--- config.mk ---
export PLATFORM = sky130hd
export DESIGN_NAME = mem_access_unit
export DESIGN_NICKNAME = d
export VERILOG_FILES = /design/src/rtl/mem_access_unit.sv
export SDC_FILE = /design/constraint.sdc
export NUM_CORES = 1
export LEC_CHECK = 0
export ABC_CLOCK_PERIOD_IN_PS = 4260
export CAP_MARGIN = 20
export CORE_ASPECT_RATIO = 1.1
export CORE_UTILIZATION = 28
export CTS_BUF_LIST = sky130_fd_sc_hd__clkbuf_16
export CTS_CLUSTER_SIZE = 40
export DETAILED_ROUTE_END_ITERATION = 6
export PLACE_DENSITY = 0.54
export SETUP_SLACK_MARGIN = 0.2
export SLEW_MARGIN = 30
export SYNTH_ARGS = -nofsm -noshare
export SYNTH_HDL_FRONTEND = slang
export SYNTH_SLANG_ARGS = --single-unit
--- constraint.sdc ---
create_clock -name clk -period 4.26 [get_ports clk]
set_input_delay 1.065 -clock clk [delete_from_list [all_inputs] [get_ports clk]]
set_output_delay 1.065 -clock clk [all_outputs]
set_load 0.05 [all_outputs]
--- src/rtl/mem_access_unit.sv ---
// Memory-stage access controller for the 5-stage RV32I pipeline.
// Turns the M-stage load/store into a valid/ready request on the data-memory
// port. It stalls the pipeline until the access completes, then aligns and
// extends the load data into read_data_m.
module mem_access_unit #(
  parameter int TIMEOUT = 16,
  parameter int CNT_W   = 5
) (
  input  logic        clk,
  input  logic        rst,
  input  logic        mem_read_m,
  input  logic        mem_write_m,
  input  logic [2:0]  funct3_m,
  input  logic [31:0] alu_result_m,
  input  logic [31:0] write_data_m,
  output logic [31:0] read_data_m,
  output logic        stall_m,
  output logic        fault_m,
  output logic        dmem_req_valid,
  input  logic        dmem_req_ready,
  output logic        dmem_req_we,
  output logic [31:0] dmem_req_addr,
  output logic [31:0] dmem_req_wdata,
  output logic [3:0]  dmem_req_wstrb,
  input  logic        dmem_rsp_valid,
  input  logic [31:0] dmem_rsp_rdata
);

  typedef enum logic [1:0] {IDLE, REQ, WAIT, DONE} state_t;

  state_t           state_q, state_d;
  logic             we_q;
  logic [31:0]      addr_q;
  logic [2:0]       f3_q;
  logic [31:0]      wdata_q;
  logic [3:0]       wstrb_q;
  logic [CNT_W-1:0] cnt_q;
  logic             timeout_q;

  logic        access, f3_ok, misalign, bad, start;
  logic        cnt_last;
  logic [31:0] wdata_new;
  logic [3:0]  wstrb_new;

  // Pick the byte/half addressed by a[1:0] and sign- or zero-extend it.
  function automatic logic [31:0] extend(input logic [2:0] f3,
                                         input logic [1:0] a,
                                         input logic [31:0] w);
    logic [31:0] sh;
    sh = w >> {a, 3'b000};
    case (f3)
      3'b000:  extend = {{24{sh[7]}}, sh[7:0]};
      3'b100:  extend = {24'h0, sh[7:0]};
      3'b001:  extend = {{16{sh[15]}}, sh[15:0]};
      3'b101:  extend = {16'h0, sh[15:0]};
      default: extend = w;
    endcase
  endfunction

  // Decode legality of the M-stage access and build the store lanes.
  always_comb begin
    // NOTE: every signal driven here gets a default first so no latch is inferred.
    access    = mem_read_m | mem_write_m;
    f3_ok     = 1'b0;
    wstrb_new = 4'b0000;
    wdata_new = write_data_m;
    case (funct3_m)
      3'b000, 3'b001, 3'b010: f3_ok = 1'b1;
      3'b100, 3'b101:         f3_ok = mem_read_m;  // unsigned widths are load-only
      default:                f3_ok = 1'b0;
    endcase
    misalign = ((funct3_m[1:0] == 2'b01) & alu_result_m[0]) |
               ((funct3_m[1:0] == 2'b10) & (alu_result_m[1:0] != 2'b00));
    bad      = ~f3_ok | (mem_read_m & mem_write_m) | misalign;
    start    = (mem_read_m ^ mem_write_m) & ~bad;
    if (mem_write_m) begin
      case (funct3_m[1:0])
        2'b00: begin
          wstrb_new = 4'b0001 << alu_result_m[1:0];
          wdata_new = {4{write_data_m[7:0]}};
        end
        2'b01: begin
          wstrb_new = 4'b0011 << alu_result_m[1:0];
          wdata_new = {2{write_data_m[15:0]}};
        end
        default: wstrb_new = 4'b1111;
      endcase
    end
  end

  assign cnt_last = (cnt_q == CNT_W'(TIMEOUT - 1));

  // Next-state logic and handshake/stall outputs.
  always_comb begin
    state_d        = state_q;
    stall_m        = 1'b0;
    fault_m        = 1'b0;
    dmem_req_valid = 1'b0;
    case (state_q)
      IDLE: begin
        if (start) begin
          stall_m = 1'b1;
          state_d = REQ;
        end else if (access) begin
          fault_m = 1'b1;
        end
      end
      REQ: begin
        stall_m        = 1'b1;
        dmem_req_valid = 1'b1;
        if (dmem_req_ready) state_d = we_q ? DONE : WAIT;
      end
      WAIT: begin
        stall_m = 1'b1;
        if (dmem_rsp_valid || cnt_last) state_d = DONE;
      end
      DONE: begin
        fault_m = timeout_q;
        state_d = IDLE;
      end
      default: state_d = IDLE;
    endcase
  end

  assign dmem_req_we    = we_q;
  assign dmem_req_addr  = {addr_q[31:2], 2'b00};
  assign dmem_req_wdata = wdata_q;
  assign dmem_req_wstrb = wstrb_q;

  // State register plus latched request, wait counter, timeout flag and load data.
  always_ff @(posedge clk or posedge rst) begin
    if (rst) begin
      state_q     <= IDLE;
      we_q        <= 1'b0;
      addr_q      <= '0;
      f3_q        <= '0;
      wdata_q     <= '0;
      wstrb_q     <= '0;
      cnt_q       <= '0;
      timeout_q   <= 1'b0;
      read_data_m <= '0;
    end else begin
      // NOTE: sequential state uses non-blocking assignments so every register samples pre-edge values.
      state_q <= state_d;
      case (state_q)
        IDLE: begin
          if (start) begin
            we_q    <= mem_write_m;
            addr_q  <= alu_result_m;
            f3_q    <= funct3_m;
            wdata_q <= wdata_new;
            wstrb_q <= wstrb_new;
          end
        end
        REQ: begin
          if (dmem_req_ready) cnt_q <= '0;
        end
        WAIT: begin
          if (dmem_rsp_valid) begin
            read_data_m <= extend(f3_q, addr_q[1:0], dmem_rsp_rdata);
          end else if (cnt_last) begin
            read_data_m <= '0;
            timeout_q   <= 1'b1;
          end else begin
            cnt_q <= cnt_q + 1'b1;
          end
        end
        DONE: timeout_q <= 1'b0;
        default: ;
      endcase
    end
  end

endmodule

==> results.ini, run 1 <==
[clock_network]
cts_buffers = 9
post_cts_buffers = 0
path_clk_slew_ps = 80
clock_latency_ps = 360
cts_tree = built
clk_path_buf_depth = 2
hold_buffers = 0
cts-htree-levels = 3
cts.sinks = 112
cts-root-buf = clkbuf_16

[place]
io_buffers = 206
dpl.hpwl_um = 12200
place.gp.congestion = 0.865

[sta]
fmax_mhz = 260
relSlewSlack_pct = 41.2
finalSetupTns_ps = 0
worst_pin_slew_ps = 883
finalCriticalPeriod_ps = 3840
drv_slew = 0
finalSetupViolations = 0
holdWs_ps = 483
fin_skew_ps = 8.42
finalHoldViolCount = 0
rsz0062_at_grt = false
fin_crit_sh_pct = 90.2

[routing]
drt_wl_total_um = 16700
vias_per_cell = 4.86
drt-wirelength-per-cell_um = 17.6
vias = 4619
drt_pass1_iterations = 4
drc = 0
first_iter_violations = 126
antenna_left = 0

[logic_synthesis]
ys_ff_latch = 112
yosysSeqAreaShare_pct = 49.8
syn-cell-area_mm2 = 0.00562
syn_inst = 529
syn_area_per_cell_um2 = 10.6
synth_edf_count = 0
synthArstFlopShare_pct = 100
yosys_warnings = 0
synthFlopType = dfrtp_1
synth.lib_cells_used.distinct = 48

[critical_path]
cp.arrival_ps = 2780
slowest_delay_ps = 560
cp_cell_sequence = clkdlybuf4s50_1, nor3_1, o221a_2, nand2_2, a21oi_2, buf_12
cp-end-kind = output pin
worst-path-max-fanout = 7
crit_family = buffers and inverters
worstSetupPathType = in2out
crit_buf_inv = 2
startpoint_type = input pin
slowest_stage = clkdlybuf4s50_1
critPathRequiredTime_ps = 3190
worst-r2r-setup-slack_ps = 1850

[min_path]
hold_path.class = reg2reg

[power]
power_density_mw_per_mm2 = 836
ir_drop_v = 0.000541
power.leakage_nw = 3.34

[floorplan]
core_area_mm2 = 0.0197
die_area_mm2 = 0.0207
rows = 54
die_w_um = 137
start_util_pct = 28.5
chipHeight_um = 151
ios = 209

[grt]
grt_pass1_vias = 4782
overflow = 0
grtUsageTotal_pct = 16.5
grt_max_degree = 73
grt_pass1_wl_um = 26000
antenna_found_initial = 1

[layout]
nFillCells = 1937
fin_nets = 807
layout_common_cells = clkdlybuf4s50_1 (203), dfrtp_1 (112), o21ai_0 (107), mux2_2 (55), nand2_1 (34)
layout.area.seq_mm2 = 0.00280
syn2layout_area_growth_pct = 43.3
final_common_cell = clkdlybuf4s50_1
fin_util_pct = 40.8
multiInputGateArea_mm2 = 0.00242
layout-drive-gt1-share_pct = 13.6

[status]
outcome = finished, final reports clean

[flow_run]
cap_violations = 0

-- metrics by stage --
step	instance area, um2	setup WS [ps]	power, mW	std cells
finish	8060	418	6.73	950
global route	8060	297	7.11	949
CTS	8040	232	6.79	949
detailed placement	7740	240	5.91	933
global placement	7740	261	5.86	933
floorplan	5630	236	4.70	530
-- cell families after synthesis --
logic type	Yosys count	share of synthesized area [%]
fa+ha+maj	10	2.23
flops	112	49.8
mux	79	15.8
compound gates	169	17.6
buf+inv	79	7.88
other cells	1	0.0667
simple gates	79	6.52
-- per-layer routing --
metal	wire (um)	vias to the layer above	global-route usage [%]
li1	-	2181	-
met1	6930	2237	19.8
met2	7680	180	26.6
met3	1670	21	6.13
met4	402	0	6.81
met5	0	-	0
-- Yosys cell counts (2+ instances only) --
cell,instances,area [um2]
a22o_1,2,17.5
nor3_1,2,10.0
o31ai_1,2,15.0
mux2_1,5,56.3
clkbuf_1,17,63.8
mux2_2,55,619
nor2b_1,8,50.1
o21ai_0,107,536
nor2_1,17,63.8
nand3_1,2,10.0
clkbuf_2,2,10.0
buf_2,10,50.1
a211oi_1,2,15.0
a22oi_1,17,128
mux2i_1,17,170
a21o_1,2,15.0
a221o_1,5,50.1
nand2_1,34,128
a2111oi_0,5,43.8
dfrtp_1,112,2800
inv_1,15,56.3
and3_1,2,12.5
buf_4,33,248
a21oi_1,18,90.1
nand2b_1,6,37.5
ha_1,10,125
-- cell type report --
| class | count | share of cell area [%] |
|---|---|---|
| antenna | 1 | 0.0311 |
| clock buffer | 9 | 2.80 |
| clock inverter | 7 | 0.870 |
| inverter | 15 | 0.730 |
| multi-input combinational | 339 | 30.0 |
| sequential | 112 | 34.8 |
| tap | 252 | 3.91 |
| timing repair buffer | 215 | 26.9 |
-- final timing paths --
kind	startpoint	to	cells after the start
hold / removal	read_data_m[2]$_DFFE_PP0P_	read_data_m[2]$_DFFE_PP0P_	2
setup reg to reg	cnt_q[0]$_DFFE_PP0P_	cnt_q[3]$_DFFE_PP0P_	7
min in group asynchronous	rst	addr_q[12]$_DFFE_PP0P_	2
max in group asynchronous	rst	read_data_m[18]$_DFFE_PP0P_	3
hold reg to reg	read_data_m[2]$_DFFE_PP0P_	read_data_m[2]$_DFFE_PP0P_	2
setup / recovery	alu_result_m[0]	stall_m	6
-- worst reg2reg max path: stages, from the launching register on --
cell,delay [ps]
dfrtp_1,420
ha_1,250
and3_1,200
ha_1,220
o21ai_2,540
nand2_1,320
o21ai_0,260
a22o_1,150
-- where the power goes --
part	total (mW)	switching [mW]	internal, mW	leakage [nW]
Combinational	3.96	2.55	1.41	1.80
Clock	0.864	0.448	0.416	0.147
Sequential	1.91	0.359	1.55	1.39
Total	6.73	3.36	3.38	3.34
-- registers in the layout, indices dropped and copies added, names as in the netlist --
signal,flops
addr_q,32
cnt_q,5
dmem_req_wdata,32
dmem_req_we,1
dmem_req_wstrb,4
f3_q,3
read_data_m,32
state_q,2
timeout_q,1
-- repair_timing --
item / 4_1_cts / 5_1_grt
endpoints found under the hold margin: 0 / 0
gates resized for setup: 0 / 3
endpoints found under the setup margin: 0 / 1
Power figures use the tool's default switching activity.
==> run 2: changes to the inputs <==
- ABC_AREA: unset -> 1
- PLACE_DENSITY: 0.54 -> 0.53
==> results.ini, run 2 <==
[clock_network]
cts_resized = 0
cts.sinks = 112
cts_tree = built
cts-root-buf = clkbuf_16
clk_path_buf_depth = 2
cts_buffers = 9
path_clk_slew_ps = 80
hold_buffers = 0
clock_latency_ps = 360
post_cts_buffers = 0
cts-htree-levels = 3

[grt]
grt_max_degree = 87
grt_pass1_wl_um = 28700
grt_pass1_vias = 5474
gr-max-usage-layer = met2
use_met2_pct = 28.1
grt_use_met3_pct = 5.14
grtUsageMet1_pct = 20.7
antenna_found_initial = 0
grtUsageTotal_pct = 16.9
overflow = 0

[logic_synthesis]
synth_edf_count = 0
syn_inst = 810
synthFlopType = dfrtp_1
yosys_warnings = 0
yosysTopAreaCell = dfrtp_1
synth.lib_cells_used.distinct = 26
syn-cell-area_mm2 = 0.00594
syn_area_per_cell_um2 = 7.34
synthArstFlopShare_pct = 100
yosysMostFrequentCell = nand2_1
synth_top_area_share_pct = 47.2
ys_ff_latch = 112
synth_top_cells_by_count = nand2_1 (375), dfrtp_1 (112), nor2_1 (54), o21ai_0 (53), nand3_1 (48)
synthTopCellsByArea = dfrtp_1 (47%), nand2_1 (24%), buf_4 (4.8%)
yosysSeqAreaShare_pct = 47.2

[critical_path]
worstSetupPathType = in2out
cp-end-kind = output pin
cp.arrival_ps = 2670
worst-r2r-setup-slack_ps = 1900
critPathRequiredTime_ps = 3190
worst-path-max-fanout = 14
startpoint_type = input pin

[routing]
drt_pass1_iterations = 4
drt-wirelength-per-cell_um = 14.2
vias = 5479
drc = 0
vias_per_cell = 4.36
drt_wl_total_um = 17800
first_iter_violations = 302
antenna_left = 0

[status]
outcome = finished, final reports clean

[power]
swShare_pct = 51.2
switchingPower_mw = 3.48
ir_drop_v = 0.000358
power.leakage_nw = 4.07
clockPowerShare_pct = 13.2
combPwrFrac_pct = 58.6
seqPwrFrac_pct = 28.2
intPower_mw = 3.31
total_power_mw = 6.79
power_density_mw_per_mm2 = 816

[layout]
layout-drive-gt1-share_pct = 3.91
syn2layout_area_growth_pct = 40.0
fin_nets = 1082
antenna_cells = 0
final_common_cell = nand2_1
fin_util_pct = 40.2
layout_common_cells = nand2_1 (375), clkdlybuf4s50_1 (204), dfrtp_1 (112), nor2_1 (54), o21ai_0 (53)

[floorplan]
core_area_mm2 = 0.0207
chipHeight_um = 155
die_w_um = 141
start_util_pct = 28.7
rows = 55
ios = 209
die_area_mm2 = 0.0218

[place]
dpl.hpwl_um = 12600
io_buffers = 206
place.gp.congestion = 0.777

[min_path]
hold_path.class = reg2reg

[sta]
finalSetupViolations = 0
fin_crit_sh_pct = 87.8
finalSetupTns_ps = 0
fmax_mhz = 267
relSlewSlack_pct = 40.5
rsz0062_at_grt = false
holdWs_ps = 480
drv_slew = 0
worst_pin_slew_ps = 892
finalCriticalPeriod_ps = 3740
finalHoldViolCount = 0
fin_skew_ps = 5.67

[flow_run]
cap_violations = 0

run 2: cell count changes after synthesis, moves of 7 or more:
cell and delta:
mux2i_1 -17, mux2_2 -55, a22oi_1 -17, nor2_1 +37, nand3_1 +46, nor2b_1 -8
inv_1 +29, o21ai_0 -54, clkbuf_1 -7, nand2_1 +341
run 2: worst max-delay path, stage by stage:
cell	delay (ps)
clkdlybuf4s50_1	500
buf_4	220
ha_1	180
nor2_1	40
nand2_1	70
inv_2	50
nand2_1	70
nand3_1	70
a21oi_1	240
buf_12	170
run 2: area by class of cell:
cell class              instances  area, um2
clock buffers                   9        225
clock inverters                 7       78.8
fillers                      2173      12400
inverters                      50        190
multi-input cells             580       2510
flip-flops and latches        112       2800
well taps                     285        357
repair buffers                214       2150
run 2: power groups by stage:
stage / sequential, mW / clock [mW] / combinational, mW
after floorplan: 2.84 / 0 / 1.92
after global placement: 1.93 / 0 / 4.01
after detailed placement: 1.92 / 0 / 4.02
after CTS: 1.92 / 0.934 / 4.03
after global routing: 1.99 / 0.974 / 4.28
final: 1.91 / 0.896 / 3.98
run 2: cell families after synthesis:
group	synth area share (%)
fa+ha+maj	2.11
simple gates	32.6
flops	47.2
other cells	0.0631
compound gates	7.20
buf+inv	10.8
run 2: per-stage QoR:
step	setup WS, ps	std cells	instance area [um2]
global route	394	1257	8320
finish	521	1257	8320
floorplan	236	811	5950
CTS	500	1257	8320
detailed placement	504	1241	8020
global placement	533	1241	8020
run 2: worst paths after layout:
path	end	start	cells after the start
worst min register to register	read_data_m[16]$_DFFE_PP0P_	read_data_m[16]$_DFFE_PP0P_	2
worst max-delay path	fault_m	mem_write_m	10
worst max register to register	addr_q[24]$_DFFE_PP0P_	state_q[0]$_DFFE_PP0P_	8
max in group asynchronous	read_data_m[22]$_DFFE_PP0P_	rst	3
worst min-delay path	read_data_m[16]$_DFFE_PP0P_	read_data_m[16]$_DFFE_PP0P_	2
min in group asynchronous	addr_q[2]$_DFFE_PP0P_	rst	2
run 2: layer usage:
metal,routed length [um],up-vias
met3,1400,16
li1,-,2804
met2,8500,171
met5,0,-
met4,249,0
met1,7680,2488
